File: src/rtl/ad9228_arb_pkg.sv
`default_nettype none
// +----------------------------------------------------------------------------+
// | Package  : ad9228_arb_pkg                                                  |
// | Purpose  : Shared defaults, types and helpers for the AD9228 readout       |
// |            arbiter (hold register layout, channel index, output FSM).      |
// | Options  : AD9228_ARB_TIMESTAMP_EN adds a timestamp field to hold_t.       |
// | Revision : 1.0  initial release                                            |
// +----------------------------------------------------------------------------+
package ad9228_arb_pkg;

  localparam int DEF_NUM_CH     = 4;
  localparam int DEF_DATA_WIDTH = 12;
  localparam int DEF_CH_W       = $clog2(DEF_NUM_CH);
  localparam int TS_WIDTH       = 32;

  // One-deep per-channel holding register contents.
  typedef struct packed {
`ifdef AD9228_ARB_TIMESTAMP_EN
    logic [TS_WIDTH-1:0]       ts;
`endif
    logic [DEF_DATA_WIDTH-1:0] data;
  } hold_t;

  typedef logic [DEF_CH_W-1:0] ch_idx_t;

  typedef enum logic {
    ST_EMPTY   = 1'b0,
    ST_PRESENT = 1'b1
  } out_state_t;

  // Number of channels dropping a sample in one cycle.
  function automatic logic [15:0] drop_total(input logic [DEF_NUM_CH-1:0] v);
    logic [15:0] n;
    n = '0;
    for (int i = 0; i < DEF_NUM_CH; i++) begin
      n = n + {15'd0, v[i]};
    end
    return n;
  endfunction

endpackage
`default_nettype wire

File: src/rtl/ad9228_rr_picker.sv
`default_nettype none
// +----------------------------------------------------------------------------+
// | Module   : ad9228_rr_picker                                                |
// | Purpose  : Combinational round-robin picker. Searches req starting at      |
// |            last_grant+1 (wrapping) and returns the first set request.      |
// | Ports    : req         in  NUM_CH  request vector (full and enabled holds) |
// |            last_grant  in  CH_W    index of the most recent load           |
// |            grant_valid out 1       some request is set                     |
// |            grant_idx   out CH_W    winning channel                         |
// | Revision : 1.0  initial release                                            |
// +----------------------------------------------------------------------------+
module ad9228_rr_picker
  import ad9228_arb_pkg::*;
#(
  parameter int NUM_CH = DEF_NUM_CH,
  parameter int CH_W   = $clog2(NUM_CH)
) (
  input  logic [NUM_CH-1:0] req,
  input  logic [CH_W-1:0]   last_grant,
  output logic              grant_valid,
  output logic [CH_W-1:0]   grant_idx
);

  logic [2*NUM_CH-1:0] dbl_req;
  logic [2*NUM_CH-1:0] rot_full;
  logic [NUM_CH-1:0]   rot_req;

  // Rotate so that bit k of rot_req is channel (last_grant+1+k) mod NUM_CH.
  assign dbl_req  = {req, req};
  assign rot_full = dbl_req >> (int'(last_grant) + 1);
  assign rot_req  = rot_full[NUM_CH-1:0];

  always_comb begin
    grant_valid = 1'b0;
    grant_idx   = '0;
    for (int k = 0; k < NUM_CH; k++) begin
      if (!grant_valid && rot_req[k]) begin
        grant_valid = 1'b1;
        grant_idx   = CH_W'((int'(last_grant) + 1 + k) % NUM_CH);
      end
    end
  end

endmodule
`default_nettype wire

File: src/rtl/ad9228_readout_arbiter.sv
`default_nettype none
// +----------------------------------------------------------------------------+
// | Module   : ad9228_readout_arbiter                                          |
// | Purpose  : Latches each AD9228 channel's deserialized sample into a        |
// |            one-deep hold, then serializes the holds round-robin onto a     |
// |            valid/ready stream tagged with the channel index. Counts drops. |
// | Ports    : clk, rstn (async active-low)                                    |
// |            ch_data/ch_valid/ch_enable  per-channel sample, strobe, enable  |
// |            clr_overflow                clears overflow and drop_count      |
// |            m_data/m_ch/m_valid/m_ready output stream                       |
// |            overflow, drop_count        sticky drop flags, saturating count |
// |            m_timestamp                 capture time (timestamp build only) |
// | Options  : AD9228_ARB_TIMESTAMP_EN adds a free-running 32-bit counter and  |
// |            the m_timestamp output.                                         |
// | Revision : 1.0  initial release                                            |
// +----------------------------------------------------------------------------+
module ad9228_readout_arbiter
  import ad9228_arb_pkg::*;
#(
  parameter int DATA_WIDTH = DEF_DATA_WIDTH,
  parameter int NUM_CH     = DEF_NUM_CH,
  parameter int CH_W       = $clog2(NUM_CH)
) (
  input  logic                         clk,
  input  logic                         rstn,
  input  logic [NUM_CH*DATA_WIDTH-1:0] ch_data,
  input  logic [NUM_CH-1:0]            ch_valid,
  input  logic [NUM_CH-1:0]            ch_enable,
  input  logic                         clr_overflow,
  output logic [DATA_WIDTH-1:0]        m_data,
  output logic [CH_W-1:0]              m_ch,
  output logic                         m_valid,
  input  logic                         m_ready,
`ifdef AD9228_ARB_TIMESTAMP_EN
  output logic [TS_WIDTH-1:0]          m_timestamp,
`endif
  output logic [NUM_CH-1:0]            overflow,
  output logic [15:0]                  drop_count
);

  hold_t              hold_q [NUM_CH];
  hold_t              hold_d [NUM_CH];
  logic [NUM_CH-1:0]  hold_full_q, hold_full_d;
  ch_idx_t            last_grant_q, last_grant_d;
  out_state_t         state_q, state_d;
  logic               m_valid_q, m_valid_d;
  logic [DATA_WIDTH-1:0] m_data_q, m_data_d;
  logic [CH_W-1:0]    m_ch_q, m_ch_d;
  logic [NUM_CH-1:0]  overflow_q, overflow_d;
  logic [15:0]        drop_count_q, drop_count_d;
`ifdef AD9228_ARB_TIMESTAMP_EN
  logic [TS_WIDTH-1:0] ts_q, ts_d;
  logic [TS_WIDTH-1:0] m_timestamp_q, m_timestamp_d;
`endif

  logic [NUM_CH-1:0]  req;
  logic [NUM_CH-1:0]  drop;
  logic               grant_valid;
  ch_idx_t            grant_idx;
  logic               load;
  logic [16:0]        cnt_sum;

  // Disabled holds never compete, so a flushed sample can never be presented.
  assign req = hold_full_q & ch_enable;

  ad9228_rr_picker #(
    .NUM_CH (NUM_CH),
    .CH_W   (CH_W)
  ) u_picker (
    .req         (req),
    .last_grant  (last_grant_q),
    .grant_valid (grant_valid),
    .grant_idx   (grant_idx)
  );

  // The output register is free when empty or being accepted this cycle.
  assign load = grant_valid && ((state_q == ST_EMPTY) || m_ready);

  always_comb begin
    hold_d       = hold_q;
    hold_full_d  = hold_full_q;
    last_grant_d = last_grant_q;
    state_d      = state_q;
    m_data_d     = m_data_q;
    m_ch_d       = m_ch_q;
    drop         = '0;
`ifdef AD9228_ARB_TIMESTAMP_EN
    ts_d          = ts_q + 1'b1;
    m_timestamp_d = m_timestamp_q;
`endif

    for (int i = 0; i < NUM_CH; i++) begin
      // A hold being drained this cycle can accept a new sample at once.
      if (ch_valid[i] && ch_enable[i] &&
          (!hold_full_q[i] || (load && grant_idx == ch_idx_t'(i)))) begin
        hold_d[i].data = ch_data[i*DATA_WIDTH +: DATA_WIDTH];
`ifdef AD9228_ARB_TIMESTAMP_EN
        hold_d[i].ts   = ts_q;
`endif
        hold_full_d[i] = 1'b1;
      end else begin
        if (ch_valid[i] && ch_enable[i]) begin
          drop[i] = 1'b1;
        end
        if (!ch_enable[i] || (load && grant_idx == ch_idx_t'(i))) begin
          hold_full_d[i] = 1'b0;
        end
      end
    end

    case (state_q)
      ST_EMPTY:   if (load) state_d = ST_PRESENT;
      ST_PRESENT: if (m_ready && !load) state_d = ST_EMPTY;
      default:    state_d = ST_EMPTY;
    endcase
    m_valid_d = (state_d == ST_PRESENT);

    if (load) begin
      m_data_d     = hold_q[grant_idx].data;
      m_ch_d       = grant_idx;
      last_grant_d = grant_idx;
`ifdef AD9228_ARB_TIMESTAMP_EN
      m_timestamp_d = hold_q[grant_idx].ts;
`endif
    end

    // Clear applies first, so drops in the same cycle survive it.
    overflow_d   = (clr_overflow ? '0 : overflow_q) | drop;
    cnt_sum      = {1'b0, (clr_overflow ? 16'd0 : drop_count_q)} + {1'b0, drop_total(drop)};
    drop_count_d = cnt_sum[16] ? 16'hFFFF : cnt_sum[15:0];
  end

  always_ff @(posedge clk or negedge rstn) begin
    if (!rstn) begin
      for (int i = 0; i < NUM_CH; i++) hold_q[i] <= '0;
      hold_full_q   <= '0;
      last_grant_q  <= ch_idx_t'(NUM_CH - 1);
      state_q       <= ST_EMPTY;
      m_valid_q     <= 1'b0;
      m_data_q      <= '0;
      m_ch_q        <= '0;
      overflow_q    <= '0;
      drop_count_q  <= '0;
`ifdef AD9228_ARB_TIMESTAMP_EN
      ts_q          <= '0;
      m_timestamp_q <= '0;
`endif
    end else begin
      hold_q        <= hold_d;
      hold_full_q   <= hold_full_d;
      last_grant_q  <= last_grant_d;
      state_q       <= state_d;
      m_valid_q     <= m_valid_d;
      m_data_q      <= m_data_d;
      m_ch_q        <= m_ch_d;
      overflow_q    <= overflow_d;
      drop_count_q  <= drop_count_d;
`ifdef AD9228_ARB_TIMESTAMP_EN
      ts_q          <= ts_d;
      m_timestamp_q <= m_timestamp_d;
`endif
    end
  end

  assign m_valid    = m_valid_q;
  assign m_data     = m_data_q;
  assign m_ch       = m_ch_q;
  assign overflow   = overflow_q;
  assign drop_count = drop_count_q;
`ifdef AD9228_ARB_TIMESTAMP_EN
  assign m_timestamp = m_timestamp_q;
`endif

endmodule
`default_nettype wire

File: config.mk
export PLATFORM = sky130hd
export DESIGN_NAME = ad9228_readout_arbiter
export DESIGN_NICKNAME = d
export VERILOG_FILES = /design/src/rtl/ad9228_arb_pkg.sv /design/src/rtl/ad9228_rr_picker.sv /design/src/rtl/ad9228_readout_arbiter.sv
export SDC_FILE = /design/constraint.sdc
export NUM_CORES = 1
export LEC_CHECK = 0
export BUFFER_PORTS_ARGS = -buffer_cell sky130_fd_sc_hd__buf_2
export CAP_MARGIN = 0
export CORE_UTILIZATION = 58
export CTS_CLUSTER_DIAMETER = 30
export DETAILED_ROUTE_END_ITERATION = 16
export GPL_TIMING_DRIVEN = 0
export PLACE_DENSITY = 0.85
export SLEW_MARGIN = 30
export SYNTH_ARGS = -nofsm -noshare
export SYNTH_HDL_FRONTEND = slang
export SYNTH_SLANG_ARGS = --single-unit
File: constraint.sdc
create_clock -name clk -period 6.6 [get_ports clk]
set_input_delay 0.33 -clock clk [delete_from_list [all_inputs] [get_ports clk]]
set_output_delay 0.33 -clock clk [all_outputs]
set_load 0.005 [all_outputs]
==> results of run 1 <==
==> kinds of logic after synthesis <==
group | after synthesis | share of synthesized area (%)
mux | 73 | 20.9
xor+xnor | 11 | 2.33
fa+ha+maj | 4 | 1.76
compound gates | 46 | 8.20
flops | 89 | 53.9
simple gates | 91 | 10.7
buf+inv | 17 | 2.18
==> power by group through the flow <==
stage	logic, mW	clock network (mW)	registers (mW)
after CTS	0.312	0.418	0.726
after global routing	0.338	0.442	0.738
after detailed placement	0.310	0	0.734
after global placement	0.294	0	0.729
final	0.308	0.411	0.729
after floorplan	0.189	0	0.719
==> flip-flops by register name (all words and copies together), names as in the netlist <==
register	count
hold_q	48
m_ch	2
drop_count	16
m_valid	1
last_grant_q	2
m_data	12
overflow	4
hold_full_q	4
==> routing by layer <==
layer  part of all wire, %  routed length [um]  vias up
met3                   5.9                 527       19
met5                     0                   0        -
met2                    49                4360      101
met1                    43                3870     1486
li1                      -                   -     1388
met4                   1.8                 162        0
==> final cells by class <==
| type | instances | area [um2] |
|---|---|---|
| clock buffer | 12 | 145 |
| timing repair buffer | 96 | 514 |
| clock inverter | 4 | 76.3 |
| fill | 485 | 1840 |
| inverter | 4 | 15.0 |
| tap | 96 | 120 |
| multi-input combinational | 225 | 1810 |
| sequential | 89 | 2230 |
| buffer | 13 | 75.1 |
==> cell usage after synthesis (2+ instances only) <==
cell type,count
a21boi_0,2
nand3_2,2
mux2i_1,25
nand3_1,10
nand2_1,41
o221ai_1,12
nand2b_1,5
clkbuf_1,6
nor2_1,9
buf_2,3
buf_4,2
a211o_1,2
a31oi_1,2
a21o_1,5
dfstp_2,2
inv_1,4
mux2_2,6
o21ai_1,2
o21ai_0,7
fa_1,3
o21a_1,2
nor3_1,7
mux2_4,20
xor2_1,2
mux2_1,22
dfrtp_1,87
xnor2_1,9
nor2b_1,8
a21oi_1,4
buf_6,2
==> final timing paths <==
path                       depth (start not counted)                           to  slack [ns]                   startpoint
setup / recovery                                  15      drop_count[9]$_DFF_PN0_        2.00  last_grant_q[1]$_DFFE_PN1P_
hold / removal                                     2       hold_q[45]$_DFFE_PN0P_        0.18                   ch_data[9]
hold reg to reg                                    1        overflow[2]$_DFF_PN0_        0.48        overflow[2]$_DFF_PN0_
setup reg to reg                                  15      drop_count[9]$_DFF_PN0_        2.00  last_grant_q[1]$_DFFE_PN1P_
min in group asynchronous                          2   hold_full_q[3]$_DFFE_PN0P_        0.44                         rstn
max in group asynchronous                          3  last_grant_q[0]$_DFFE_PN1P_        5.55                         rstn
==> layout by cell type, fill, tap and decap left out, types with 6 or more instances in the layout <==
cell / instances
mux2_4: 20
nand2_1: 41
clkbuf_8: 10
nor2b_1: 8
nor3_1: 7
o221ai_1: 12
dfrtp_1: 87
clkbuf_1: 8
mux2i_1: 25
nor2_1: 9
mux2_2: 6
o21ai_0: 7
buf_2: 96
mux2_1: 22
xnor2_1: 9
nand3_1: 10
==> through the flow <==
stage	setup WS [ns]	cell area (um2)	hold slack (ns)	utilization, %
global route	1.68	4990	0.168	73.0
detailed placement	2.00	4760	0.257	69.7
CTS	2.03	4990	0.176	73.0
floorplan	2.65	4130	0.0344	-
finish	2.00	4990	0.183	73.0
global placement	2.10	4720	0.457	69.2
==> flow_summary.yaml, run 1 <==
worst_setup_path:
  cp_max_fo: 10
  worstPathCellList: "nand4b_1 -> a31oi_1 -> buf_2 -> nand3_1 -> and4_1 -> fa_1 -> fa_1 -> fa_1 -> nand3_1 -> or3_1 -> clkbuf_1 -> nor2_1 -> nand3_1 -> clkbuf_1 -> o21ai_0"
  worstPathRequired_ns: 6.81
  crit_path_end_kind: "register"
  crit_arrival_ns: 4.81
  critPathTopFamily: "adder cells"
  max_stage_delay_ns: 0.61
  slowest_stage: "dfstp_2"
  start_kind: "register"
  critical_path_class: "register to register"
  crit_buf_inv: 3
power:
  p_int_mw: 1.05
  p_sw_mw: 0.401
  pwr-share-comb_pct: 21.3
  p_seq_share_pct: 50.3
  p_sw_share_pct: 27.7
  p_leak_nw: 2.44
  power_mw: 1.45
  ir_drop_uv: 185
  power_density_mw_per_mm2: 290
  clkPwrFrac_pct: 28.4
synthesis:
  syn_inst: 331
  async_flop_share_pct: 100
  yosys_warnings: 0
  synth_edf_count: 0
  synth.area.top_cells: "dfrtp_1, mux2_4, mux2i_1"
  synth_seq_cells: 89
  yosysTopAreaCell: "dfrtp_1"
  synth_flop_cell: "dfrtp_1"
  synth_area_mm2: 0.00413
  syn_nets: 395
  ys_types: 48
  avgSynthCellArea_um2: 12.5
  synth_top_area_share_pct: 52.7
  yosysSeqAreaShare_pct: 53.9
sta:
  maxSlewViolCount: 0
  relSlewSlack_pct: 59.0
  tightest_slew_ns: 0.609
  setup_viol_count_final: 0
  fmax_mhz: 217
  rsz0062_at_grt: "no"
  clock_skew_ns: 0.0119
  setup_tns_ns: 0
  timing.final.crit_share_pct: 69.7
  hold_violations: 0
  period_needed_ns: 4.60
cts:
  path_clk_slew_ns: 0.09
  ctsResizeCount: 0
  clk_latency_ns: 0.35
  tritoncts: "built"
  holdBufCountCts: 1
  clockBufferDepth: 2
  cts_htree_levels: 3
  cts_buffers: 9
  cts_num_sinks: 89
  ctsRootBufferMaster: "clkbuf_8"
  cts_setup_buffers: 0
detailed_routing:
  drtAntennaViolNets: 0
  viasPerCell: 5.55
  drtIter0Drc: 124
  wl_um: 8920
  vias: 2994
  drtPass1Iterations: 4
  drcViolationCount: 0
  wl_per_cell_um: 16.6
flow_run:
  max_cap_viol_count: 0
grt:
  grt_max_degree: 52
  grt.total_usage_pct: 25.4
  grt_pass1_vias: 2967
  met2_usage_pct: 41.5
  gr-total-overflow: 0
  top_usage_layer: "met2"
  antenna_found_initial: 0
  grt_pass1_wl_um: 14100
  met1_usage_pct: 32.8
  grt.met3_usage_pct: 6.86
place:
  io_buffers: 94
  dp_hpwl_um: 6640
  placed_cells: 522
  gp_congestion: 0.908
die:
  die-area_mm2: 0.00747
  rows: 30
  io_pins: 95
  fp.dieH_um: 86.4
  die_w_um: 86.4
  placeableCoreArea_mm2: 0.00683
  start_util_pct: 60.5
status:
  outcome: "finished clean"
cells_and_area:
  antenna_cells: 0
  area_growth_pct: 20.7
  layout.cells.non_filler: 539
  drive_gt1_share_pct: 34.1
  nets: 502
worst_hold_path:
  worstHoldPathType: "input pin to register"
Note: power is estimated with default switching activity, not from simulation.
==> run 2, diff against run 1 <==
- ABC_AREA: not set -> 1
- CORE_UTILIZATION: 58 -> 56
- PLACE_DENSITY: 0.85 -> 0.81
- clock period: 6.6 -> 4.6 ns (I/O delays scaled with it)
==> flow_summary.yaml, run 2 <==
status:
  outcome: "finished clean"
synthesis:
  yosysTopAreaCell: "dfrtp_1"
  synth_flop_cell: "dfrtp_1"
  yosys_warnings: 0
  synth_edf_count: 0
  synth_top_area_share_pct: 44.6
  muxShareOfSynthArea_pct: 0
  synth.area.top_cells: "dfrtp_1, nand2_1, nand3_1"
  syn_inst: 652
  async_flop_share_pct: 100
  ys_types: 32
  synth_most_common_cell: "nand2_1"
  synthSimpleGateAreaFrac_pct: 40.7
  synth_area_mm2: 0.00488
  syn_nets: 716
  ys_top_cells_by_count: "nand2_1, nand3_1, dfrtp_1, inv_1, nor2_1"
  yosysSeqAreaShare_pct: 45.7
  synth-compound-area-share_pct: 1.92
  synthAdderAreaFrac_pct: 1.49
  synth_seq_cells: 89
  synth_top_family_by_area: "simple AND/OR/NAND/NOR gates"
  avgSynthCellArea_um2: 7.48
  synth_xor_area_share_pct: 0.718
cells_and_area:
  top_register: "hold_q"
  final_util_pct: 70.6
  layout.cells.non_filler: 883
  fillerInstances: 701
  multi_input_area_mm2: 0.00225
  mostFrequentLayoutCells: "nand2_1, nand3_1, buf_2"
  nets: 837
  layout_commonest_cell: "nand2_1"
  antenna_cells: 0
  drive_gt1_share_pct: 24.8
  regArea_mm2: 0.00223
  final_area_mm2: 0.00589
  largest_register_ffs: 48
  area_growth_pct: 20.7
cts:
  clk_latency_ns: 0.36
  ctsRootBufferMaster: "clkbuf_8"
  cts_buffers: 9
  cts_htree_levels: 3
  path_clk_slew_ns: 0.09
  cts_num_sinks: 89
  tritoncts: "built"
  clockBufferDepth: 2
flow_run:
  max_cap_viol_count: 0
power:
  p_leak_nw: 3.33
  power_mw: 4.11
  ir_drop_uv: 277
  power_density_mw_per_mm2: 697
worst_setup_path:
  crit_arrival_ns: 4.67
  critical_path_class: "register to register"
  ff2ff_path_depth: 24
  max_stage_delay_ns: 0.59
  crit_path_end: "drop_count[13]$_DFF_PN0_"
  worstPathRequired_ns: 4.90
  crit_path_end_kind: "register"
  startpoint: "last_grant_q[0]$_DFFE_PN1P_"
  cp_max_fo: 10
  reg2reg_from: "last_grant_q[0]$_DFFE_PN1P_"
  slowest_stage: "dfstp_2"
  crit_buf_inv: 5
  start_kind: "register"
  critPathTopFamily: "simple AND/OR/NAND/NOR gates"
  r2r_slack_ns: 0.23
  worstReg2RegEnd: "drop_count[13]$_DFF_PN0_"
  worstPathCellList: "inv_2 -> buf_6 -> nand2_1 -> nand3_1 -> nand2_2 -> nand4_1 -> nand3_4 -> buf_4 -> nand3_2 -> nand2_4 -> buf_6 -> nor2_1 -> fa_1 -> fa_2 -> fa_2 -> nand2_1 -> nor2_4 -> nand2_2 -> nor3_4 -> nand2_2 -> nor3_4 -> nand3_4 -> buf_4 -> nand3_1"
  path_depth: 24
  cpMostUsedCell: "nand2_2"
grt:
  gr-total-overflow: 0
  grt_pass1_wl_um: 19700
  grt.total_usage_pct: 28.5
  antenna_found_initial: 0
  grt_pass1_vias: 4287
  grt_max_degree: 48
sta:
  hold_violations: 0
  layout_setup_ws_ns: 0.232
  setup_tns_ns: 0
  setup_viol_count_final: 0
  relSlewSlack_pct: 70.5
  maxSlewViolCount: 0
  period_needed_ns: 4.37
  fmax_mhz: 229
  hold_slack_ns: 0.0703
  timing.final.crit_share_pct: 95.0
  clock_skew_ns: 0.0109
  tightest_slew_ns: 0.443
place:
  placed_cells: 851
  gp_congestion: 0.900
  place_area_mm2: 0.00551
  post-place-ws_ns: -0.0405
  dp_hpwl_um: 9030
  io_buffers: 93
worst_hold_path:
  worstHoldPathType: "input pin to register"
detailed_routing:
  wl_per_cell_um: 13.9
  vias: 4630
  drtPass1Iterations: 6
  drtIter0Drc: 401
  drtAntennaViolNets: 0
  wl_um: 12200
  viasPerCell: 5.24
  drcViolationCount: 0
die:
  placeableCoreArea_mm2: 0.00834
  fp.dieH_um: 95.3
  die-area_mm2: 0.00909
  io_pins: 95
  rows: 33
  start_util_pct: 58.5
  die_w_um: 95.3
-- run 2: changes by cell type in the layout (fill, tap and decap cells not counted), sizes merged, moves of 23 or more --
cell   change
nand2    +208
inv       +74
mux2      -48
nor2      +23
buf       +30
mux2i     -25
nand3    +128
-- run 2: layout make-up --
class	instances	area share, %
repair buffers	112	11.0
flip-flops and latches	89	37.9
clock inverters	6	0.744
well taps	105	2.23
inverters	78	4.97
clock buffers	10	2.17
multi-input cells	457	38.2
plain buffers	26	2.78
-- run 2: cells by family (layout without fill, tap and decap cells) --
family	count (synthesis)	in the layout
xor+xnor	4	4
flops	89	89
buf+inv	106	232
simple gates	434	434
fa+ha+maj	4	4
compound gates	15	15
-- run 2: worst min-delay path by stage --
stage / start / to / slack (ns) / depth (start not counted)
after floorplan: rstn / drop_count[0]$_DFF_PN0_ / -0.07 / 0
after global placement: m_ready / m_valid$_DFF_PN0_ / 0.43 / 2
after detailed placement: rstn / m_data[3]$_DFFE_PN0P_ / 0.17 / 1
after CTS: m_ready / m_valid$_DFF_PN0_ / 0.06 / 2
after global routing: m_ready / m_valid$_DFF_PN0_ / 0.07 / 2
final: m_ready / m_valid$_DFF_PN0_ / 0.07 / 2
-- run 2: report_power, final --
part           total [mW]  switching, mW  internal (mW)
Combinational        2.35           1.45          0.894
Sequential           1.28          0.189           1.09
Clock               0.482          0.283          0.198
-- run 2: metal layers --
layer / vias up / track usage [%] / share of wire (%)
met1: 2154 / 39.5 / 45
met5: - / 0 / 0
met4: 0 / 9.60 / 1.9
li1: 2295 / - / -
met3: 25 / 4.23 / 5.1
met2: 156 / 45.6 / 48
-- run 2: repair_timing --
action,in CTS,in global routing
setup endpoints to repair,10,16
setup buffers,0,17
pin swaps,1,11
hold endpoints to repair,40,0
hold buffers,1,0
resized for setup,2,16
